<file path="src/rtl/cacheline_burst_adaptor_if.sv">
// Line-side and burst-side signal bundle for cacheline_burst_adaptor.
// master = cache core + memory side, slave = the adaptor.
interface cacheline_burst_adaptor_if #(
    parameter int s_line  = 256,
    parameter int s_burst = 64
);
    logic                line_read;
    logic                line_write;
    logic [31:0]         line_address;
    logic [s_line-1:0]   line_wdata;
    logic [s_line-1:0]   line_rdata;
    logic                line_resp;
    logic                burst_read;
    logic                burst_write;
    logic [31:0]         burst_address;
    logic [s_burst-1:0]  burst_wdata;
    logic [s_burst-1:0]  burst_rdata;
    logic                burst_resp;

    modport master (
        output line_read, line_write, line_address, line_wdata,
        input  line_rdata, line_resp,
        input  burst_read, burst_write, burst_address, burst_wdata,
        output burst_rdata, burst_resp
    );

    modport slave (
        input  line_read, line_write, line_address, line_wdata,
        output line_rdata, line_resp,
        output burst_read, burst_write, burst_address, burst_wdata,
        input  burst_rdata, burst_resp
    );
endinterface

</file>
<file path="src/rtl/cacheline_burst_adaptor.sv">
// Turns whole-line cache requests into num_beats-beat memory bursts.
// Optional BURST_ADDR_ALIGN_EN: line-align the outgoing burst address.
module cacheline_burst_adaptor #(
    parameter int s_line  = 256,
    parameter int s_burst = 64
) (
    input  logic                     clk,
    input  logic                     rst_n,
    cacheline_burst_adaptor_if.slave bus
);
    localparam int num_beats = s_line / s_burst;
    localparam int cnt_w     = (num_beats > 1) ? $clog2(num_beats) : 1;
    localparam logic [cnt_w-1:0] last_beat = cnt_w'(num_beats - 1);

    typedef enum logic [1:0] {
        IDLE,
        READ,
        WRITE,
        DONE
    } state_t;

    state_t            state;
    state_t            state_nx;
    logic [cnt_w-1:0]  cnt;
    logic [31:0]       addr_q;
    logic [s_line-1:0] wdata_q;
    logic [s_line-1:0] rdata_q;
    logic              in_burst;
    logic              last_strobe;

    assign in_burst    = (state == READ) || (state == WRITE);
    assign last_strobe = bus.burst_resp && (cnt == last_beat);

    // State register; reset aborts any burst in flight.
    always_ff @(posedge clk or negedge rst_n) begin
        if (!rst_n) begin
            state <= IDLE;
        end else begin
            state <= state_nx;
        end
    end

    // Next state: write wins over read; a burst ends on its last strobe.
    always_comb begin
        state_nx = state;
        unique case (state)
            IDLE: begin
                if (bus.line_write) begin
                    state_nx = WRITE;
                end else if (bus.line_read) begin
                    state_nx = READ;
                end
            end
            READ, WRITE: begin
                if (last_strobe) begin
                    state_nx = DONE;
                end
            end
            DONE: begin
                state_nx = IDLE;
            end
            default: begin
                state_nx = IDLE;
            end
        endcase
    end

    // Beat counter advances only on strobes; parked at zero in IDLE.
    always_ff @(posedge clk or negedge rst_n) begin
        if (!rst_n) begin
            cnt <= '0;
        end else if (state == IDLE) begin
            cnt <= '0;
        end else if (in_burst && bus.burst_resp) begin
            cnt <= (cnt == last_beat) ? '0 : cnt + cnt_w'(1);
        end
    end

    // Capture address and writeback data when a request is accepted.
    always_ff @(posedge clk or negedge rst_n) begin
        if (!rst_n) begin
            addr_q  <= '0;
            wdata_q <= '0;
        end else if (state == IDLE) begin
            if (bus.line_write) begin
                addr_q  <= bus.line_address;
                wdata_q <= bus.line_wdata;
            end else if (bus.line_read) begin
                addr_q  <= bus.line_address;
            end
        end
    end

    // Assemble fill data beat by beat, beat 0 in the low slice.
    always_ff @(posedge clk or negedge rst_n) begin
        if (!rst_n) begin
            rdata_q <= '0;
        end else if ((state == READ) && bus.burst_resp) begin
            rdata_q[int'(cnt)*s_burst +: s_burst] <= bus.burst_rdata;
        end
    end

    assign bus.burst_read  = (state == READ);
    assign bus.burst_write = (state == WRITE);
    assign bus.line_resp   = (state == DONE);
    assign bus.line_rdata  = rdata_q;
    assign bus.burst_wdata = wdata_q[int'(cnt)*s_burst +: s_burst];

`ifdef BURST_ADDR_ALIGN_EN
    localparam int off_w = $clog2(s_line / 8);
    localparam logic [31:0] align_mask = ~((32'd1 << off_w) - 32'd1);
    assign bus.burst_address = addr_q & align_mask;
`else
    assign bus.burst_address = addr_q;
`endif

endmodule

</file>
<file path="src/flat_wrapper.sv">
// flat-port wrapper written by rule: the top's interface ports become plain ports
module cacheline_burst_adaptor_flat 
#(
    parameter int s_line  = 256,
    parameter int s_burst = 64
)
  (clk, rst_n, bus_line_read, bus_line_write, bus_line_address, bus_line_wdata, bus_line_rdata, bus_line_resp, bus_burst_read, bus_burst_write, bus_burst_address, bus_burst_wdata, bus_burst_rdata, bus_burst_resp);
  cacheline_burst_adaptor_if #(.s_line(s_line), .s_burst(s_burst)) bus_i ();
  input  logic clk;
  input  logic rst_n;
  input wire logic [$bits(bus_i.line_read)-1:0] bus_line_read;
  input wire logic [$bits(bus_i.line_write)-1:0] bus_line_write;
  input wire logic [$bits(bus_i.line_address)-1:0] bus_line_address;
  input wire logic [$bits(bus_i.line_wdata)-1:0] bus_line_wdata;
  output wire logic [$bits(bus_i.line_rdata)-1:0] bus_line_rdata;
  output wire logic [$bits(bus_i.line_resp)-1:0] bus_line_resp;
  output wire logic [$bits(bus_i.burst_read)-1:0] bus_burst_read;
  output wire logic [$bits(bus_i.burst_write)-1:0] bus_burst_write;
  output wire logic [$bits(bus_i.burst_address)-1:0] bus_burst_address;
  output wire logic [$bits(bus_i.burst_wdata)-1:0] bus_burst_wdata;
  input wire logic [$bits(bus_i.burst_rdata)-1:0] bus_burst_rdata;
  input wire logic [$bits(bus_i.burst_resp)-1:0] bus_burst_resp;
  assign bus_i.line_read = bus_line_read;
  assign bus_i.line_write = bus_line_write;
  assign bus_i.line_address = bus_line_address;
  assign bus_i.line_wdata = bus_line_wdata;
  assign bus_line_rdata = bus_i.line_rdata;
  assign bus_line_resp = bus_i.line_resp;
  assign bus_burst_read = bus_i.burst_read;
  assign bus_burst_write = bus_i.burst_write;
  assign bus_burst_address = bus_i.burst_address;
  assign bus_burst_wdata = bus_i.burst_wdata;
  assign bus_i.burst_rdata = bus_burst_rdata;
  assign bus_i.burst_resp = bus_burst_resp;
  cacheline_burst_adaptor #(.s_line(s_line), .s_burst(s_burst)) u_core (.clk(clk), .rst_n(rst_n), .bus(bus_i));
endmodule
</file>
<file path="config.mk">
export PLATFORM = sky130hd
export DESIGN_NAME = cacheline_burst_adaptor_flat
export DESIGN_NICKNAME = d
export VERILOG_FILES = /design/src/rtl/cacheline_burst_adaptor_if.sv /design/src/rtl/cacheline_burst_adaptor.sv /design/src/flat_wrapper.sv
export SDC_FILE = /design/constraint.sdc
export NUM_CORES = 1
export LEC_CHECK = 0
export CELL_PAD_IN_SITES_DETAIL_PLACEMENT = 0
export CELL_PAD_IN_SITES_GLOBAL_PLACEMENT = 1
export CORE_AREA = 5 5 278 280
export DETAILED_ROUTE_END_ITERATION = 16
export DIE_AREA = 0 0 283 285
export PLACE_DENSITY = 0.72
export SYNTH_ARGS = -nofsm -noshare
export SYNTH_HDL_FRONTEND = slang
export SYNTH_SLANG_ARGS = --single-unit
</file>
<file path="constraint.sdc">
create_clock -name clk -period 3.3 [get_ports clk]
set_clock_uncertainty 0.2 [all_clocks]
set_input_delay 0.825 -clock clk [delete_from_list [all_inputs] [get_ports clk]]
set_output_delay 0.825 -clock clk [all_outputs]
set_load 0.02 [all_outputs]
</file>
==> metrics.txt <==
status completed; Post-synth EDFFs 0; antenna-violating nets left 0; Synth Register Bits 548; Async S/R FF share, synth 1.00; multiplexer share of the synthesized area 0.218; Synth Area in Simple Gates 0.00745; first-pass GRT wire length 108 mm; RSZ-0062 raised after global routing true; Post-Synthesis Cells 1,305; drt first-iter violations around 740; dpl cells 2,941; hold_ws about 0.019 ns; initial antenna violation count 14; Post-Route WL 72.0 mm; worst-path cell chain buf_6 > buf_16 > mux4_2 > clkdlybuf4s15_2; Syn-to-layout area delta 49.5%; # fillers roughly 6,700; Root Driver clkbuf_16; final setup vio count 0; xor-xnor portion of the synthesized cell area 0; depth of the CTS H-tree 2; Initial Util 0.290; Critical Path AT 2.18 ns; reg2reg path depth 8; Std-Cell Rows 100; remaining global-route overflow 0; die height around 290 um; DP HPWL 52.7 mm; IO buf count 711; clock latency on the worst-skew pair 0.59 ns; CTS max path bufs 3; Tcrit/Tclk final 0.971; CP max stage cell mux4_2; Crit Path Max Fanout 8; max incr delay on CP 0.50 ns; synth top area cells dfrtp_1, mux2_2, a22o_1; FF-to-FF End u_core.bus.line_rdata[128]; Pwr per Cell Area 866 nW/um^2; CP Capture Point bus_burst_wdata[62]; required time worst endpoint around 2.3 ns; top cell type's share of synthesized area 0.638; CP Depth 4; total CTS buffers 59; Peak supply drop 582 uV; DR vias/cell 4.89; Final #Nets approximately 2,400; Max Slew Vio Count 0; Crit. Startpoint u_core.cnt[0]; distinct cell type count after synthesis 25; main flop type after synthesis dfrtp_1; I/O pin total about 700; reg2reg start u_core.cnt[0]; Finished Layout Cells 3,062; setup slack, reg-to-reg 0.55 ns; startpoint types flop; final hold violations 0; core footprint 74,200 um^2; kind of cell adding the most delay to the critical path buffers and inverters; Netlist Area Pre-Place between 20,000 and 25,000 um^2; TritonCTS clock tree built; final core utilization 0.433; Die X 283 um; total power about 28,000 uW; WL per Instance 23.5 um; largest net degree at the start of global routing 65; Synth top cells by count dfrtp_1, mux2_2, a22o_1; DRC 0; largest family of logic cells by synthesized area multiplexers; vias 14,982; most frequent cell after synthesis dfrtp_1; Worst Path Class, Setup flop to output pin; Avg Inst Size Synth 16.5 um^2; Sink Count 548; Area after DPL 30,100 um^2; leading area contributor after synthesis dfrtp_1; adder-cell share of the synthesized area 0.00524; Tot GR Track Use 0.171; Worst Tran Pin Value 0.711 ns; Hold WC Path Type primary input to async pin; crit end category output pin; CP bufs+invs 3; Seq/Total Area, Yosys 0.638; post-route minimum period 3.20 ns; Ys Warns 0; Syn Nets between 1,500 and 2,000; Pleak 0.0137 uW; vias in the first global route 16,458; routability cong. ~0.84; design area approximately 32,000 um^2; CTS clk-pin slew, worst paths 0.06 ns; Synth Area in Compound Gates 0.106; TritonRoute pass-1 iters 4; max capacitance violation total 0; relative slew slack 0.526; fmax 312 MHz; share of layout cells above drive strength 1 0.271; die area approximately 80,000 um^2
==> kinds of logic after synthesis <==
| group | count (synthesis) |
|---|---|
| AOI/OAI and AO/OA | 263 |
| muxes | 353 |
| buffers and inverters | 107 |
| DFF | 548 |
| adders and majority gates | 9 |
| and+or+nand+nor | 25 |
==> worst reg2reg max path, delay by kind of cell (launching register included) <==
family	cells	cell delay, ns
buffers and inverters	5	0.88
DFF	1	0.48
adders and majority gates	1	0.45
and+or+nand+nor	1	0.40
AOI/OAI and AO/OA	1	0.30
==> cell usage in the layout, fill, tap and decap left out, types with 3 or more instances in the layout <==
cell type | synthesis | layout
nand2b_1 | 4 | 4
bufinv_16 | 0 | 5
clkbuf_8 | 0 | 14
nor2_1 | 4 | 4
buf_12 | 0 | 22
mux4_2 | 64 | 64
clkbuf_16 | 0 | 60
a21oi_1 | 3 | 3
dlygate4sd2_1 | 0 | 26
buf_2 | 52 | 21
buf_6 | 1 | 3
diode_2 | 0 | 4
ha_1 | 9 | 8
nand3_2 | 0 | 3
nand3_1 | 7 | 3
dfrtp_1 | 548 | 546
clkbuf_2 | 0 | 6
buf_4 | 12 | 38
clkdlybuf4s50_1 | 0 | 646
clkdlybuf4s15_2 | 0 | 10
inv_1 | 5 | 5
clkinv_2 | 0 | 9
mux2_2 | 288 | 288
nand2_1 | 4 | 3
a22o_1 | 256 | 256
clkbuf_1 | 28 | 13
buf_16 | 0 | 5
==> power by group <==
part / internal [uW] / total (uW) / switching (uW)
combinational: 5800 / 10900 / 5110
sequential: 9010 / 10300 / 1250
clock: 3990 / 6670 / 2680
total: 18800 / 27800 / 9040
==> stage by stage <==
stage,setup TNS (ns),setup slack (ns)
6_report,0,0.0951
5_1_grt,-0.00639,-0.00580
4_1_cts,-0.0987,-0.0345
3_5_place_dp,0,0.295
3_3_place_gp,0,0.328
2_1_floorplan,0,0.698
==> worst min path at each step <==
stage	startpoint	to	slack, ns	cells after the start
after floorplan	u_core.wdata_q[128]	u_core.wdata_q[128]	0.27	1
after global placement	u_core.wdata_q[249]	u_core.wdata_q[249]	0.28	1
after detailed placement	u_core.bus.line_rdata[234]	u_core.bus.line_rdata[234]	0.28	1
after CTS	rst_n	u_core.bus.line_rdata[17]	0.02	1
after global routing	rst_n	u_core.bus.line_rdata[17]	0.03	1
final	rst_n	u_core.bus.line_rdata[17]	0.02	1
==> layer usage <==
metal	routed length (um)	part of all wire	vias to the layer above	global-route usage
met1	26800	0.37	7758	0.198
met3	7060	0.098	104	0.0685
met2	36200	0.50	645	0.298
met4	1830	0.025	16	0.0435
met5	103	0.0014	-	0
li1	-	-	6459	-
==> registers in the layout, summed over array words and instances, names as in the netlist <==
register,count
u_core.bus.burst_address,32
u_core.bus.line_rdata,256
u_core.state,2
u_core.wdata_q,256
u_core.cnt,2
==> what timing repair did <==
action,in CTS,in global routing
setup buffers,7,0
setup endpoints to repair,65,25
hold buffers,0,0
resized for setup,149,27
cloned,3,1
==> layout make-up <==
class,count,area (um^2),share of cell area
clock inverter,20,260,0.00810
tap,969,1210,0.0377
timing repair buffer,779,7880,0.245
multi-input combinational,650,7310,0.227
antenna,4,10.0,0.000312
sequential,548,13700,0.427
inverter,6,22.5,0.000701
clock buffer,86,1720,0.0535
Power figures use the tool's default switching activity.
==> RTL edit (config.mk and constraints unchanged) <==
Add a define of `BURST_ADDR_ALIGN_EN`.
--- a/src/rtl/cacheline_burst_adaptor.sv
+++ b/src/rtl/cacheline_burst_adaptor.sv
@@ -1,5 +1,7 @@
 // Turns whole-line cache requests into num_beats-beat memory bursts.
 // Optional BURST_ADDR_ALIGN_EN: line-align the outgoing burst address.
+`define BURST_ADDR_ALIGN_EN
+
 module cacheline_burst_adaptor #(
     parameter int s_line  = 256,
     parameter int s_burst = 64
Check against the original RTL: not equivalent (Yosys sat finds a counterexample within 4 cycles, from zero or initial values and one cycle with rst_n low).
==> RTL edit against the unedited design <==
Synthesized area up 0.97%; design area up 0.35%; power up 1.0%; worst setup slack worse by 0.013 ns; register-to-register slack worse by 0.09 ns; critical path depth unchanged; count of clock-buffer cells in the layout up 1; routed wire length up 2.0%; sequential cell count down 5; critical path type unchanged; critical endpoint is now bus_burst_wdata[4]; largest power group unchanged.
==> RTL edit: results (changes against the unedited design) <==
.. list-table::
   :header-rows: 1

   * - Metric
     - Value
   * - Via count of the first global-routing pass
     - 16900 (+2.4%)
   * - Filler cell count in the final layout
     - 6699 (+0.24%)
   * - Routed via count
     - 15200 (+1.6%)
   * - DR vias/cell
     - 4.88 (-0.20%)
   * - Pre-CTS WS
     - 0.0751 ns (-0.220 ns)
   * - Cell area after placement
     - 0.0302 sq mm (+0.35%)
   * - Total number of yosys warnings
     - 0 (unchanged)
   * - Class of the most critical hold timing path
     - flop to flop
   * - LEAKAGE
     - 13.8 nW (+0.84%)
   * - Weighted congestion reported at the end of routability-driven placement
     - 0.863 (+2.6%)
   * - Worst supply voltage drop on vdd
     - 0.516 mV (-11%)
   * - Critical path endpoint
     - bus_burst_wdata[4]
   * - Top cells by count, synth
     - sky130_fd_sc_hd__dfrtp_1 (543), sky130_fd_sc_hd__mux2_2 (284), sky130_fd_sc_hd__a22o_1 (256), sky130_fd_sc_hd__mux4_2 (64), sky130_fd_sc_hd__nor2b_1 (58)
   * - Total CTS buffers
     - 60 (+1.7%)
   * - Number of buffers inserted for hold repair after clock tree synthesis
     - 1 (+1)
   * - Overall Global Routing Usage
     - 17.6% (+0.49 points)
   * - Destination of the worst register-to-register timing path
     - u_core.bus.line_rdata[114]
   * - Worst setup slack for register-to-register paths
     - 0.46 ns (-0.09 ns)
   * - Placed Instances
     - 2989 (+1.6%)
   * - Net count, final
     - 2456 (+1.9%)
   * - Starting DRT DRC Count
     - 700 (-5.5%)
   * - Top cells by area in the synthesized netlist
     - sky130_fd_sc_hd__dfrtp_1 (63%), sky130_fd_sc_hd__mux2_2 (15%), sky130_fd_sc_hd__a22o_1 (10%)
   * - Number of distinct library cells after synthesis
     - 26 (+4.0%)
   * - # Post-CTS Setup Buffers
     - 5 (-2)
   * - Fraction of final layout cells sized beyond drive strength 1
     - 27.1% (+0.047 points)
   * - Total of cells resized after clock tree synthesis
     - 155 (+4.0%)
   * - Least-Margin Pin Slew
     - 0.913 ns (+0.202 ns)
   * - Post-synthesis sequential area ratio
     - 62.6% (-1.2 points)
   * - Post-detail-place hpwl
     - 53900 microns (+2.2%)
   * - Largest fanout on the critical path
     - 11 (+3)
   * - Number of cells produced by synthesis
     - 1356 (+3.9%)
   * - Latest clock arrival within the worst-skew pair
     - 0.59 ns (about the same)
   * - Detailed Route WL
     - 73400 microns (+2.0%)
   * - Outcome
     - finished clean
   * - Worst stage delay on the critical path
     - 0.48 ns (-0.02 ns)
   * - Initial antenna violation count
     - 20 (+6)
   * - End point of the most critical hold path
     - u_core.bus.line_rdata[158]
   * - Clk slew on worst S/H paths
     - 0.06 ns (about the same)
   * - Global-route wire length before repair
     - 111000 microns (+2.5%)
   * - IO Port Bufs
     - 701 (-1.4%)
## RTL edit: area by class of cell
cell class | instances | area (sq um) | area share (%)
flip-flops and latches | 543 | 13600 | 42.2
clock inverters | 22 | 330 | 1.02
diodes | 10 | 25.0 | 0.0776
clock buffers | 87 | 1760 | 5.47
multi-input cells | 703 | 7610 | 23.6
well taps | 969 | 1210 | 3.76
repair buffers | 777 | 7690 | 23.8
inverters | 5 | 18.8 | 0.0582
## RTL edit: cells by family (layout without fill, tap and decap cells)
| group | count (synthesis) | after routing | synth area share [%] |
|---|---|---|---|
| other | 1 | 15 | 0.0173 |
| AOI/OAI and AO/OA | 261 | 261 | 10.5 |
| and+or+nand+nor | 78 | 78 | 2.29 |
| muxes | 350 | 350 | 21.5 |
| DFF | 543 | 543 | 62.6 |
| adders and majority gates | 9 | 9 | 0.519 |
| buffers and inverters | 114 | 891 | 2.60 |
## RTL edit: per-layer routing
layer	GRT usage [%]	part of all wire, %	vias up	wire (microns)
met5	0	0.16	-	118
met4	6.83	4.0	16	2970
met3	6.88	9.5	156	6980
met2	30.1	49	657	36300
met1	19.9	37	7807	27100
li1	-	-	6579	-
## RTL edit: where the power goes
part / leakage [nW] / switching, W / internal (W)
sequential: 6.93 / 0.00124 / 0.00896
clock: 1.03 / 0.00276 / 0.00431
combinational: 5.85 / 0.00518 / 0.00567
total: 13.8 / 0.00918 / 0.0189
## RTL edit: per-stage QoR
| stage | TNS, ns | hold WS [ns] | utilization [%] |
|---|---|---|---|
| 5_1_grt | -0.00238 | 0.312 | 43.5 |
| 2_1_floorplan | 0 | 0.274 | - |
| 6_report | 0 | 0.298 | 43.5 |
| 4_1_cts | -0.597 | 0.301 | 43.5 |
| 3_3_place_gp | 0 | 0.282 | 40.7 |
| 3_5_place_dp | 0 | 0.280 | 40.7 |
